===== config.mk =====
export PLATFORM = sky130hd
export DESIGN_NAME = alu_operand_stage
export DESIGN_NICKNAME = d
export VERILOG_FILES = /design/src/rtl/alu_operand_stage.sv
export SDC_FILE = /design/constraint.sdc
export NUM_CORES = 1
export LEC_CHECK = 0
export CORE_MARGIN = 10
export CORE_UTILIZATION = 32
export DETAILED_ROUTE_END_ITERATION = 7
export GPL_TIMING_DRIVEN = 0
export PLACE_DENSITY = 0.77
export RECOVER_POWER = 50
export SYNTH_ARGS = -nofsm -noshare
export SYNTH_HDL_FRONTEND = slang
export SYNTH_SLANG_ARGS = --single-unit

===== constraint.sdc =====
create_clock -name clk -period 1.09 [get_ports clk]
set_input_delay 0.109 -clock clk [delete_from_list [all_inputs] [get_ports clk]]
set_output_delay 0.109 -clock clk [all_outputs]
set_load 0.02 [all_outputs]

===== src/rtl/alu_operand_stage.sv =====
// Operand-select pipeline register between decode and the ALU: picks the operand
// sources, optionally forwards from EX/MEM and MEM/WB, and registers them for
// one cycle. Build with ALU_OPERAND_FORWARDING_EN defined to enable forwarding.
module alu_operand_stage (
   input  logic        clk,
   input  logic        rst,
   input  logic        in_valid,
   output logic        in_ready,
   input  logic [4:0]  rs1_addr,
   input  logic [4:0]  rs2_addr,
   input  logic [31:0] rs1_data,
   input  logic [31:0] rs2_data,
   input  logic [31:0] pc,
   input  logic [31:0] imm,
   input  logic        src1_sel,
   input  logic        src2_sel,
   input  logic [3:0]  alu_op,
   input  logic [4:0]  rd_addr,
   input  logic        reg_write,
   input  logic        stall,
   input  logic        flush,
   input  logic [4:0]  exmem_rd,
   input  logic [4:0]  memwb_rd,
   input  logic        exmem_regwrite,
   input  logic        memwb_regwrite,
   input  logic [31:0] exmem_result,
   input  logic [31:0] memwb_result,
   output logic        out_valid,
   output logic [31:0] alu_input1,
   output logic [31:0] alu_input2,
   output logic [3:0]  alu_operation,
   output logic [4:0]  out_rd,
   output logic        out_reg_write,
   output logic [31:0] out_rs2_data
);

   typedef struct packed {
      logic [31:0] a1;
      logic [31:0] a2;
      logic [31:0] rs2;
      logic [3:0]  op;
      logic [4:0]  rd;
      logic        rw;
   } pkt_t;

   pkt_t        q, d;
   logic        vld_q;
   logic [31:0] fwd_rs1, fwd_rs2;

`ifdef ALU_OPERAND_FORWARDING_EN
   // EX/MEM is the younger producer, so it is checked first; x0 never forwards.
   function automatic logic [31:0] fwd(input logic [4:0] a, input logic [31:0] rf);
      if (exmem_regwrite && exmem_rd == a && a != 5'd0)
         return exmem_result;
      else if (memwb_regwrite && memwb_rd == a && a != 5'd0)
         return memwb_result;
      else
         return rf;
   endfunction

   assign fwd_rs1 = fwd(rs1_addr, rs1_data);
   assign fwd_rs2 = fwd(rs2_addr, rs2_data);
`else
   logic unused_fwd;
   assign unused_fwd = ^{exmem_rd, memwb_rd, exmem_regwrite, memwb_regwrite,
                         exmem_result, memwb_result};
   assign fwd_rs1    = rs1_data;
   assign fwd_rs2    = rs2_data;
`endif

   always_comb begin
      d     = '0;
      d.a1  = src1_sel ? pc  : fwd_rs1;
      d.a2  = src2_sel ? imm : fwd_rs2;
      d.rs2 = fwd_rs2;
      d.op  = alu_op;
      d.rd  = rd_addr;
      d.rw  = reg_write;
   end

   // Write-enable is cleared with every invalidation so it can never outlive valid.
   always_ff @(posedge clk) begin
      if (rst) begin
         q     <= '0;
         vld_q <= 1'b0;
      end else if (flush) begin
         vld_q <= 1'b0;
         q.rw  <= 1'b0;
      end else if (!stall) begin
         if (in_valid) begin
            q     <= d;
            vld_q <= 1'b1;
         end else begin
            vld_q <= 1'b0;
            q.rw  <= 1'b0;
         end
      end
   end

   assign in_ready      = !stall;
   assign out_valid     = vld_q;
   assign alu_input1    = q.a1;
   assign alu_input2    = q.a2;
   assign alu_operation = q.op;
   assign out_rd        = q.rd;
   assign out_reg_write = q.rw;
   assign out_rs2_data  = q.rs2;

endmodule


# --- Yosys cells after proc, flatten, opt, wreduce, memory -nomap -nowiden ---
# Cells that the tools add are included.
classes:
  n_lt_le_gt_ge: 0
  n_reduce_logical: 3
  n_mul: 0
  bitwise: 2
  muxes: 4
  n_eq_ne: 0
  add_sub_neg: 0
  n_shift: 0
  div_mod_pow: 0
ops:
  columns: ["operator", "count"]
  rows:
  - ["two-way mux 32 bit", 2]
  - ["AND reduction 3 bit", 1]
  - ["two-way mux 1 bit", 2]
  - ["inverter 1 bit", 2]
  - ["OR reduction 2 bit", 1]
  - ["logical NOT 1 bit", 1]
word_totals:
  memories: 0
  romBits: 0
  regBits: 107
  latchBits: 0
  mem_bits_rw: 0

# --- Depth between registers and ports, before layout ---
logic_depth:
  ltp_word: 2
  depth_mapped: 4
  depth_no_buf: 2

# --- Worst setup path after synthesis ---
# Ideal clock, no wire load.
synth_timing:
  path_kind: "input to register"
  start: "input port src2_sel"
  end: "register q, in the netlist alu_input2[1]"
  cell_stages: 4
  setup_time_ps: 133
  arrival_ps: 1035
  n_path_buf: 2
  required_time_ps: 957
  slack_ps: -78
  path_cell_list: "buf_2 > clkbuf_1 > mux2i_1 > o32ai_2"
synth_between:
  elab_chain_len: 1
synth_lines:
  columns: ["element", "line", "text"]
  rows:
  - ["from (decl)", "16", "input logic src2_sel,"]
  - ["two-way mux 32 bit", "74", "d.a2 = src2_sel ? imm : fwd_rs2;"]
  - ["to (decl)", "46", "pkt_t q, d;"]
# Every way passes these cells.
# A chain may end at the register's enable or synchronous reset.

==> run_results.csv <==
group,metric,value,unit
route,wl_per_cell,19.8,um
global_routing,grt-ovfl-total,0,
floorplanning,num_rows,44,
clocking,cts_made_buffers,9,
yosys,netlist_area,4840,um^2
clocking,cts.clk_slew.worst_paths,70,ps
yosys,synth_edf_count,0,
floorplanning,core_area,14700,um^2
worst_setup_path,worstPathArrival,1330,ps
placed_design,place_hpwl,14400,um
yosys,synth_ff_type,"dfxtp_1",
worst_setup_path,cp_cell_sequence,"clkbuf_2, or4b_4, buf_12, buf_6, o32ai_1",
clocking,htree_levels,3,
floorplanning,dieHeight,143,um
floorplanning,die_w,143,um
job,cap_violations,0,
placed_design,gp_congestion,0.781,
worst_setup_path,crit_required,1350,ps
run_status,violations,"hold timing",
global_routing,grt_pass1_wl,27600,um
cells_and_area,area_growth_syn_to_layout,57.6,%
route,num_vias,4489,
cells_and_area,diodes,0,
sta,tightest_slew,544,ps
floorplanning,dieArea,20400,um^2
power_and_ir_drop,p_per_area,1220,nW/um^2
cells_and_area,final_nets,966,
route,drtIter0Drc,127,
hold_path,hp-class,"in2reg",
worst_setup_path,end_kind,"flop",
sta,tns,0,ps
yosys,ys_seq_elements,107,
worst_setup_path,crit_path_max_fanout,10,
worst_setup_path,crit_buf_inv,3,
route,drtAntennaViolNets,0,
placed_design,place_ws,-1230,ps
placed_design,portBuffers,250,
floorplanning,io_pins,339,
cells_and_area,post-route-util,51.9,%
route,drt_pass1_iterations,4,
power_and_ir_drop,irDropWorstVdd,0.000694,V
yosys,synth_cell_types,18,
run_status,status,"finished with violations",
worst_setup_path,critPathLaunchType,"primary input",
cells_and_area,drive_gt1_share,25.4,%
worst_setup_path,slowest_delay,570,ps
yosys,synth_area_leader_cell,"dfxtp_1",
route,drc,0,
yosys,synthTopCellsByCount,"dfxtp_1, mux2i_1, nand2b_1, inv_1, o32ai_1",
route,wirelength,18300,um
yosys,synth_area_leaders,"dfxtp_1, mux2i_1, o32ai_1",
sta,finalCritPeriodShare,97.8,%
clocking,clock_path_buffers,2,
sta,finalSetupViolations,0,
global_routing,grt_max_degree,19,
yosys,synthesis.nets,703,
yosys,async_flop_share,0,%
sta,worst_slack,24.4,ps
sta,hold_viol,2,
sta,fin_worst_skew,0,ps
yosys,synthCells,472,
global_routing,antenna_found_initial,0,
placed_design,dp_cells,906,
route,vias_per_cell,4.86,
clocking,cts.sinks,107,
clocking,cts_tree,"done",
yosys,synth.most_common_cell,"dfxtp_1",
sta,rsz0062_at_grt,"false",
global_routing,grt.total_usage,17.1,%
global_routing,grt_pass1_vias,4950,
power_and_ir_drop,leakagePower,0.00320,uW
yosys,yosysWarnings,0,
clocking,clk-insertion-delay-late,350,ps
sta,slew_headroom,63.7,%
sta,hold_ws,-11.8,ps
sta,report.final.slew_viol_count,0,
yosys,synth_top_cell_area_share,44.2,%
cells_and_area,layout.cells.non_filler,924,
floorplanning,start_util,32.9,%
yosys,avgSynthCellArea,10.3,um^2
clocking,cts_root_buffer,"clkbuf_16",
worst_setup_path,critical_path_class,"in2reg",
worst_setup_path,cpMaxStageDelayCell,"or4b_4",
worst_setup_path,crit_family,"simple AND/OR/NAND/NOR gates",
yosys,ys_seq_area_share,44.2,%
sta,max_freq,938,MHz
sta,period_minus_slack,1070,ps
stage by stage:
step | hold WS, ps | total power [uW] | cell area [um^2]
floorplan | 187 | 5020 | 4960
global placement | 459 | 6020 | 7700
detailed placement | 463 | 6060 | 7700
CTS | 69.8 | 9430 | 7810
global route | -6.03 | 9670 | 7630
finish | -11.8 | 9290 | 7630
worst paths after layout:
kind	startpoint	to	slack [ps]	depth (start not counted)
max reg2reg	alu_input2[17]	alu_input2[17]	320	2
max	rst	alu_input1[7]	20	5
min	flush	out_valid	-10	2
min reg2reg	out_rs2_data[26]	out_rs2_data[26]	470	2
report_power, final:
part / internal, uW / leakage (uW) / switching (uW)
clock network: 1870 / 0.000155 / 1540
logic: 934 / 0.00218 / 815
registers: 4050 / 0.000870 / 74.0
area by class of cell:
| class | instances | area [um^2] |
|---|---|---|
| Multi-Input combinational cell | 258 | 2360 |
| Sequential cell | 107 | 2140 |
| Clock buffer | 10 | 239 |
| Timing Repair Buffer | 252 | 2010 |
| Clock inverter | 6 | 72.6 |
| Tap cell | 184 | 230 |
| Fill cell | 1357 | 7070 |
| Buffer | 42 | 333 |
| Inverter | 65 | 244 |
sequential cells by signal, summed over array words and instances (netlist names):
name,flops
out_rd,5
out_reg_write,1
out_valid,1
alu_input2,32
out_rs2_data,32
alu_input1,32
alu_operation,4
kinds of logic (layout without fill, tap and decap cells):
| logic type | count (synthesis) | count (layout) | synth area share (%) |
|---|---|---|---|
| flip-flops | 107 | 107 | 44.2 |
| buffers and inverters | 107 | 375 | 9.92 |
| multiplexers | 106 | 106 | 21.9 |
| AND/OR/NAND/NOR | 87 | 87 | 11.4 |
| AO/OA/AOI/OAI | 65 | 65 | 12.5 |
worst register-to-register path: cells and delay by family (launching register included):
family	cells	cell delay, ps
buffers and inverters	1	80
AO/OA/AOI/OAI	1	260
flip-flops	1	350
what timing repair did:
action	in CTS	in global routing
resized for setup	429	60
endpoints found under the setup margin	215	98
pin swaps	1	1
cloned	0	1
setup buffers	1	0
hold buffers	0	0
per-layer routing:
layer	GRT usage, %	wire, um
met5	0	0
met4	5.43	329
met3	5.87	1480
met2	30.0	9270
met1	19.0	7190
placed cells by master, fill, tap and decap left out, types with 2 or more instances in the layout:
cell / netlist / routed
buf_12: 0 / 7
buf_2: 6 / 70
buf_4: 4 / 2
buf_6: 6 / 6
clkbuf_1: 22 / 8
clkbuf_16: 0 / 10
clkbuf_2: 0 / 58
clkdlybuf4s15_2: 0 / 3
clkdlybuf4s50_1: 0 / 138
clkinv_4: 0 / 2
dfxtp_1: 107 / 107
inv_1: 65 / 65
mux2i_1: 106 / 104
mux2i_2: 0 / 2
nand2b_1: 82 / 82
o32ai_1: 59 / 43
o32ai_2: 5 / 20
Note: power is estimated with default switching activity, not from simulation.
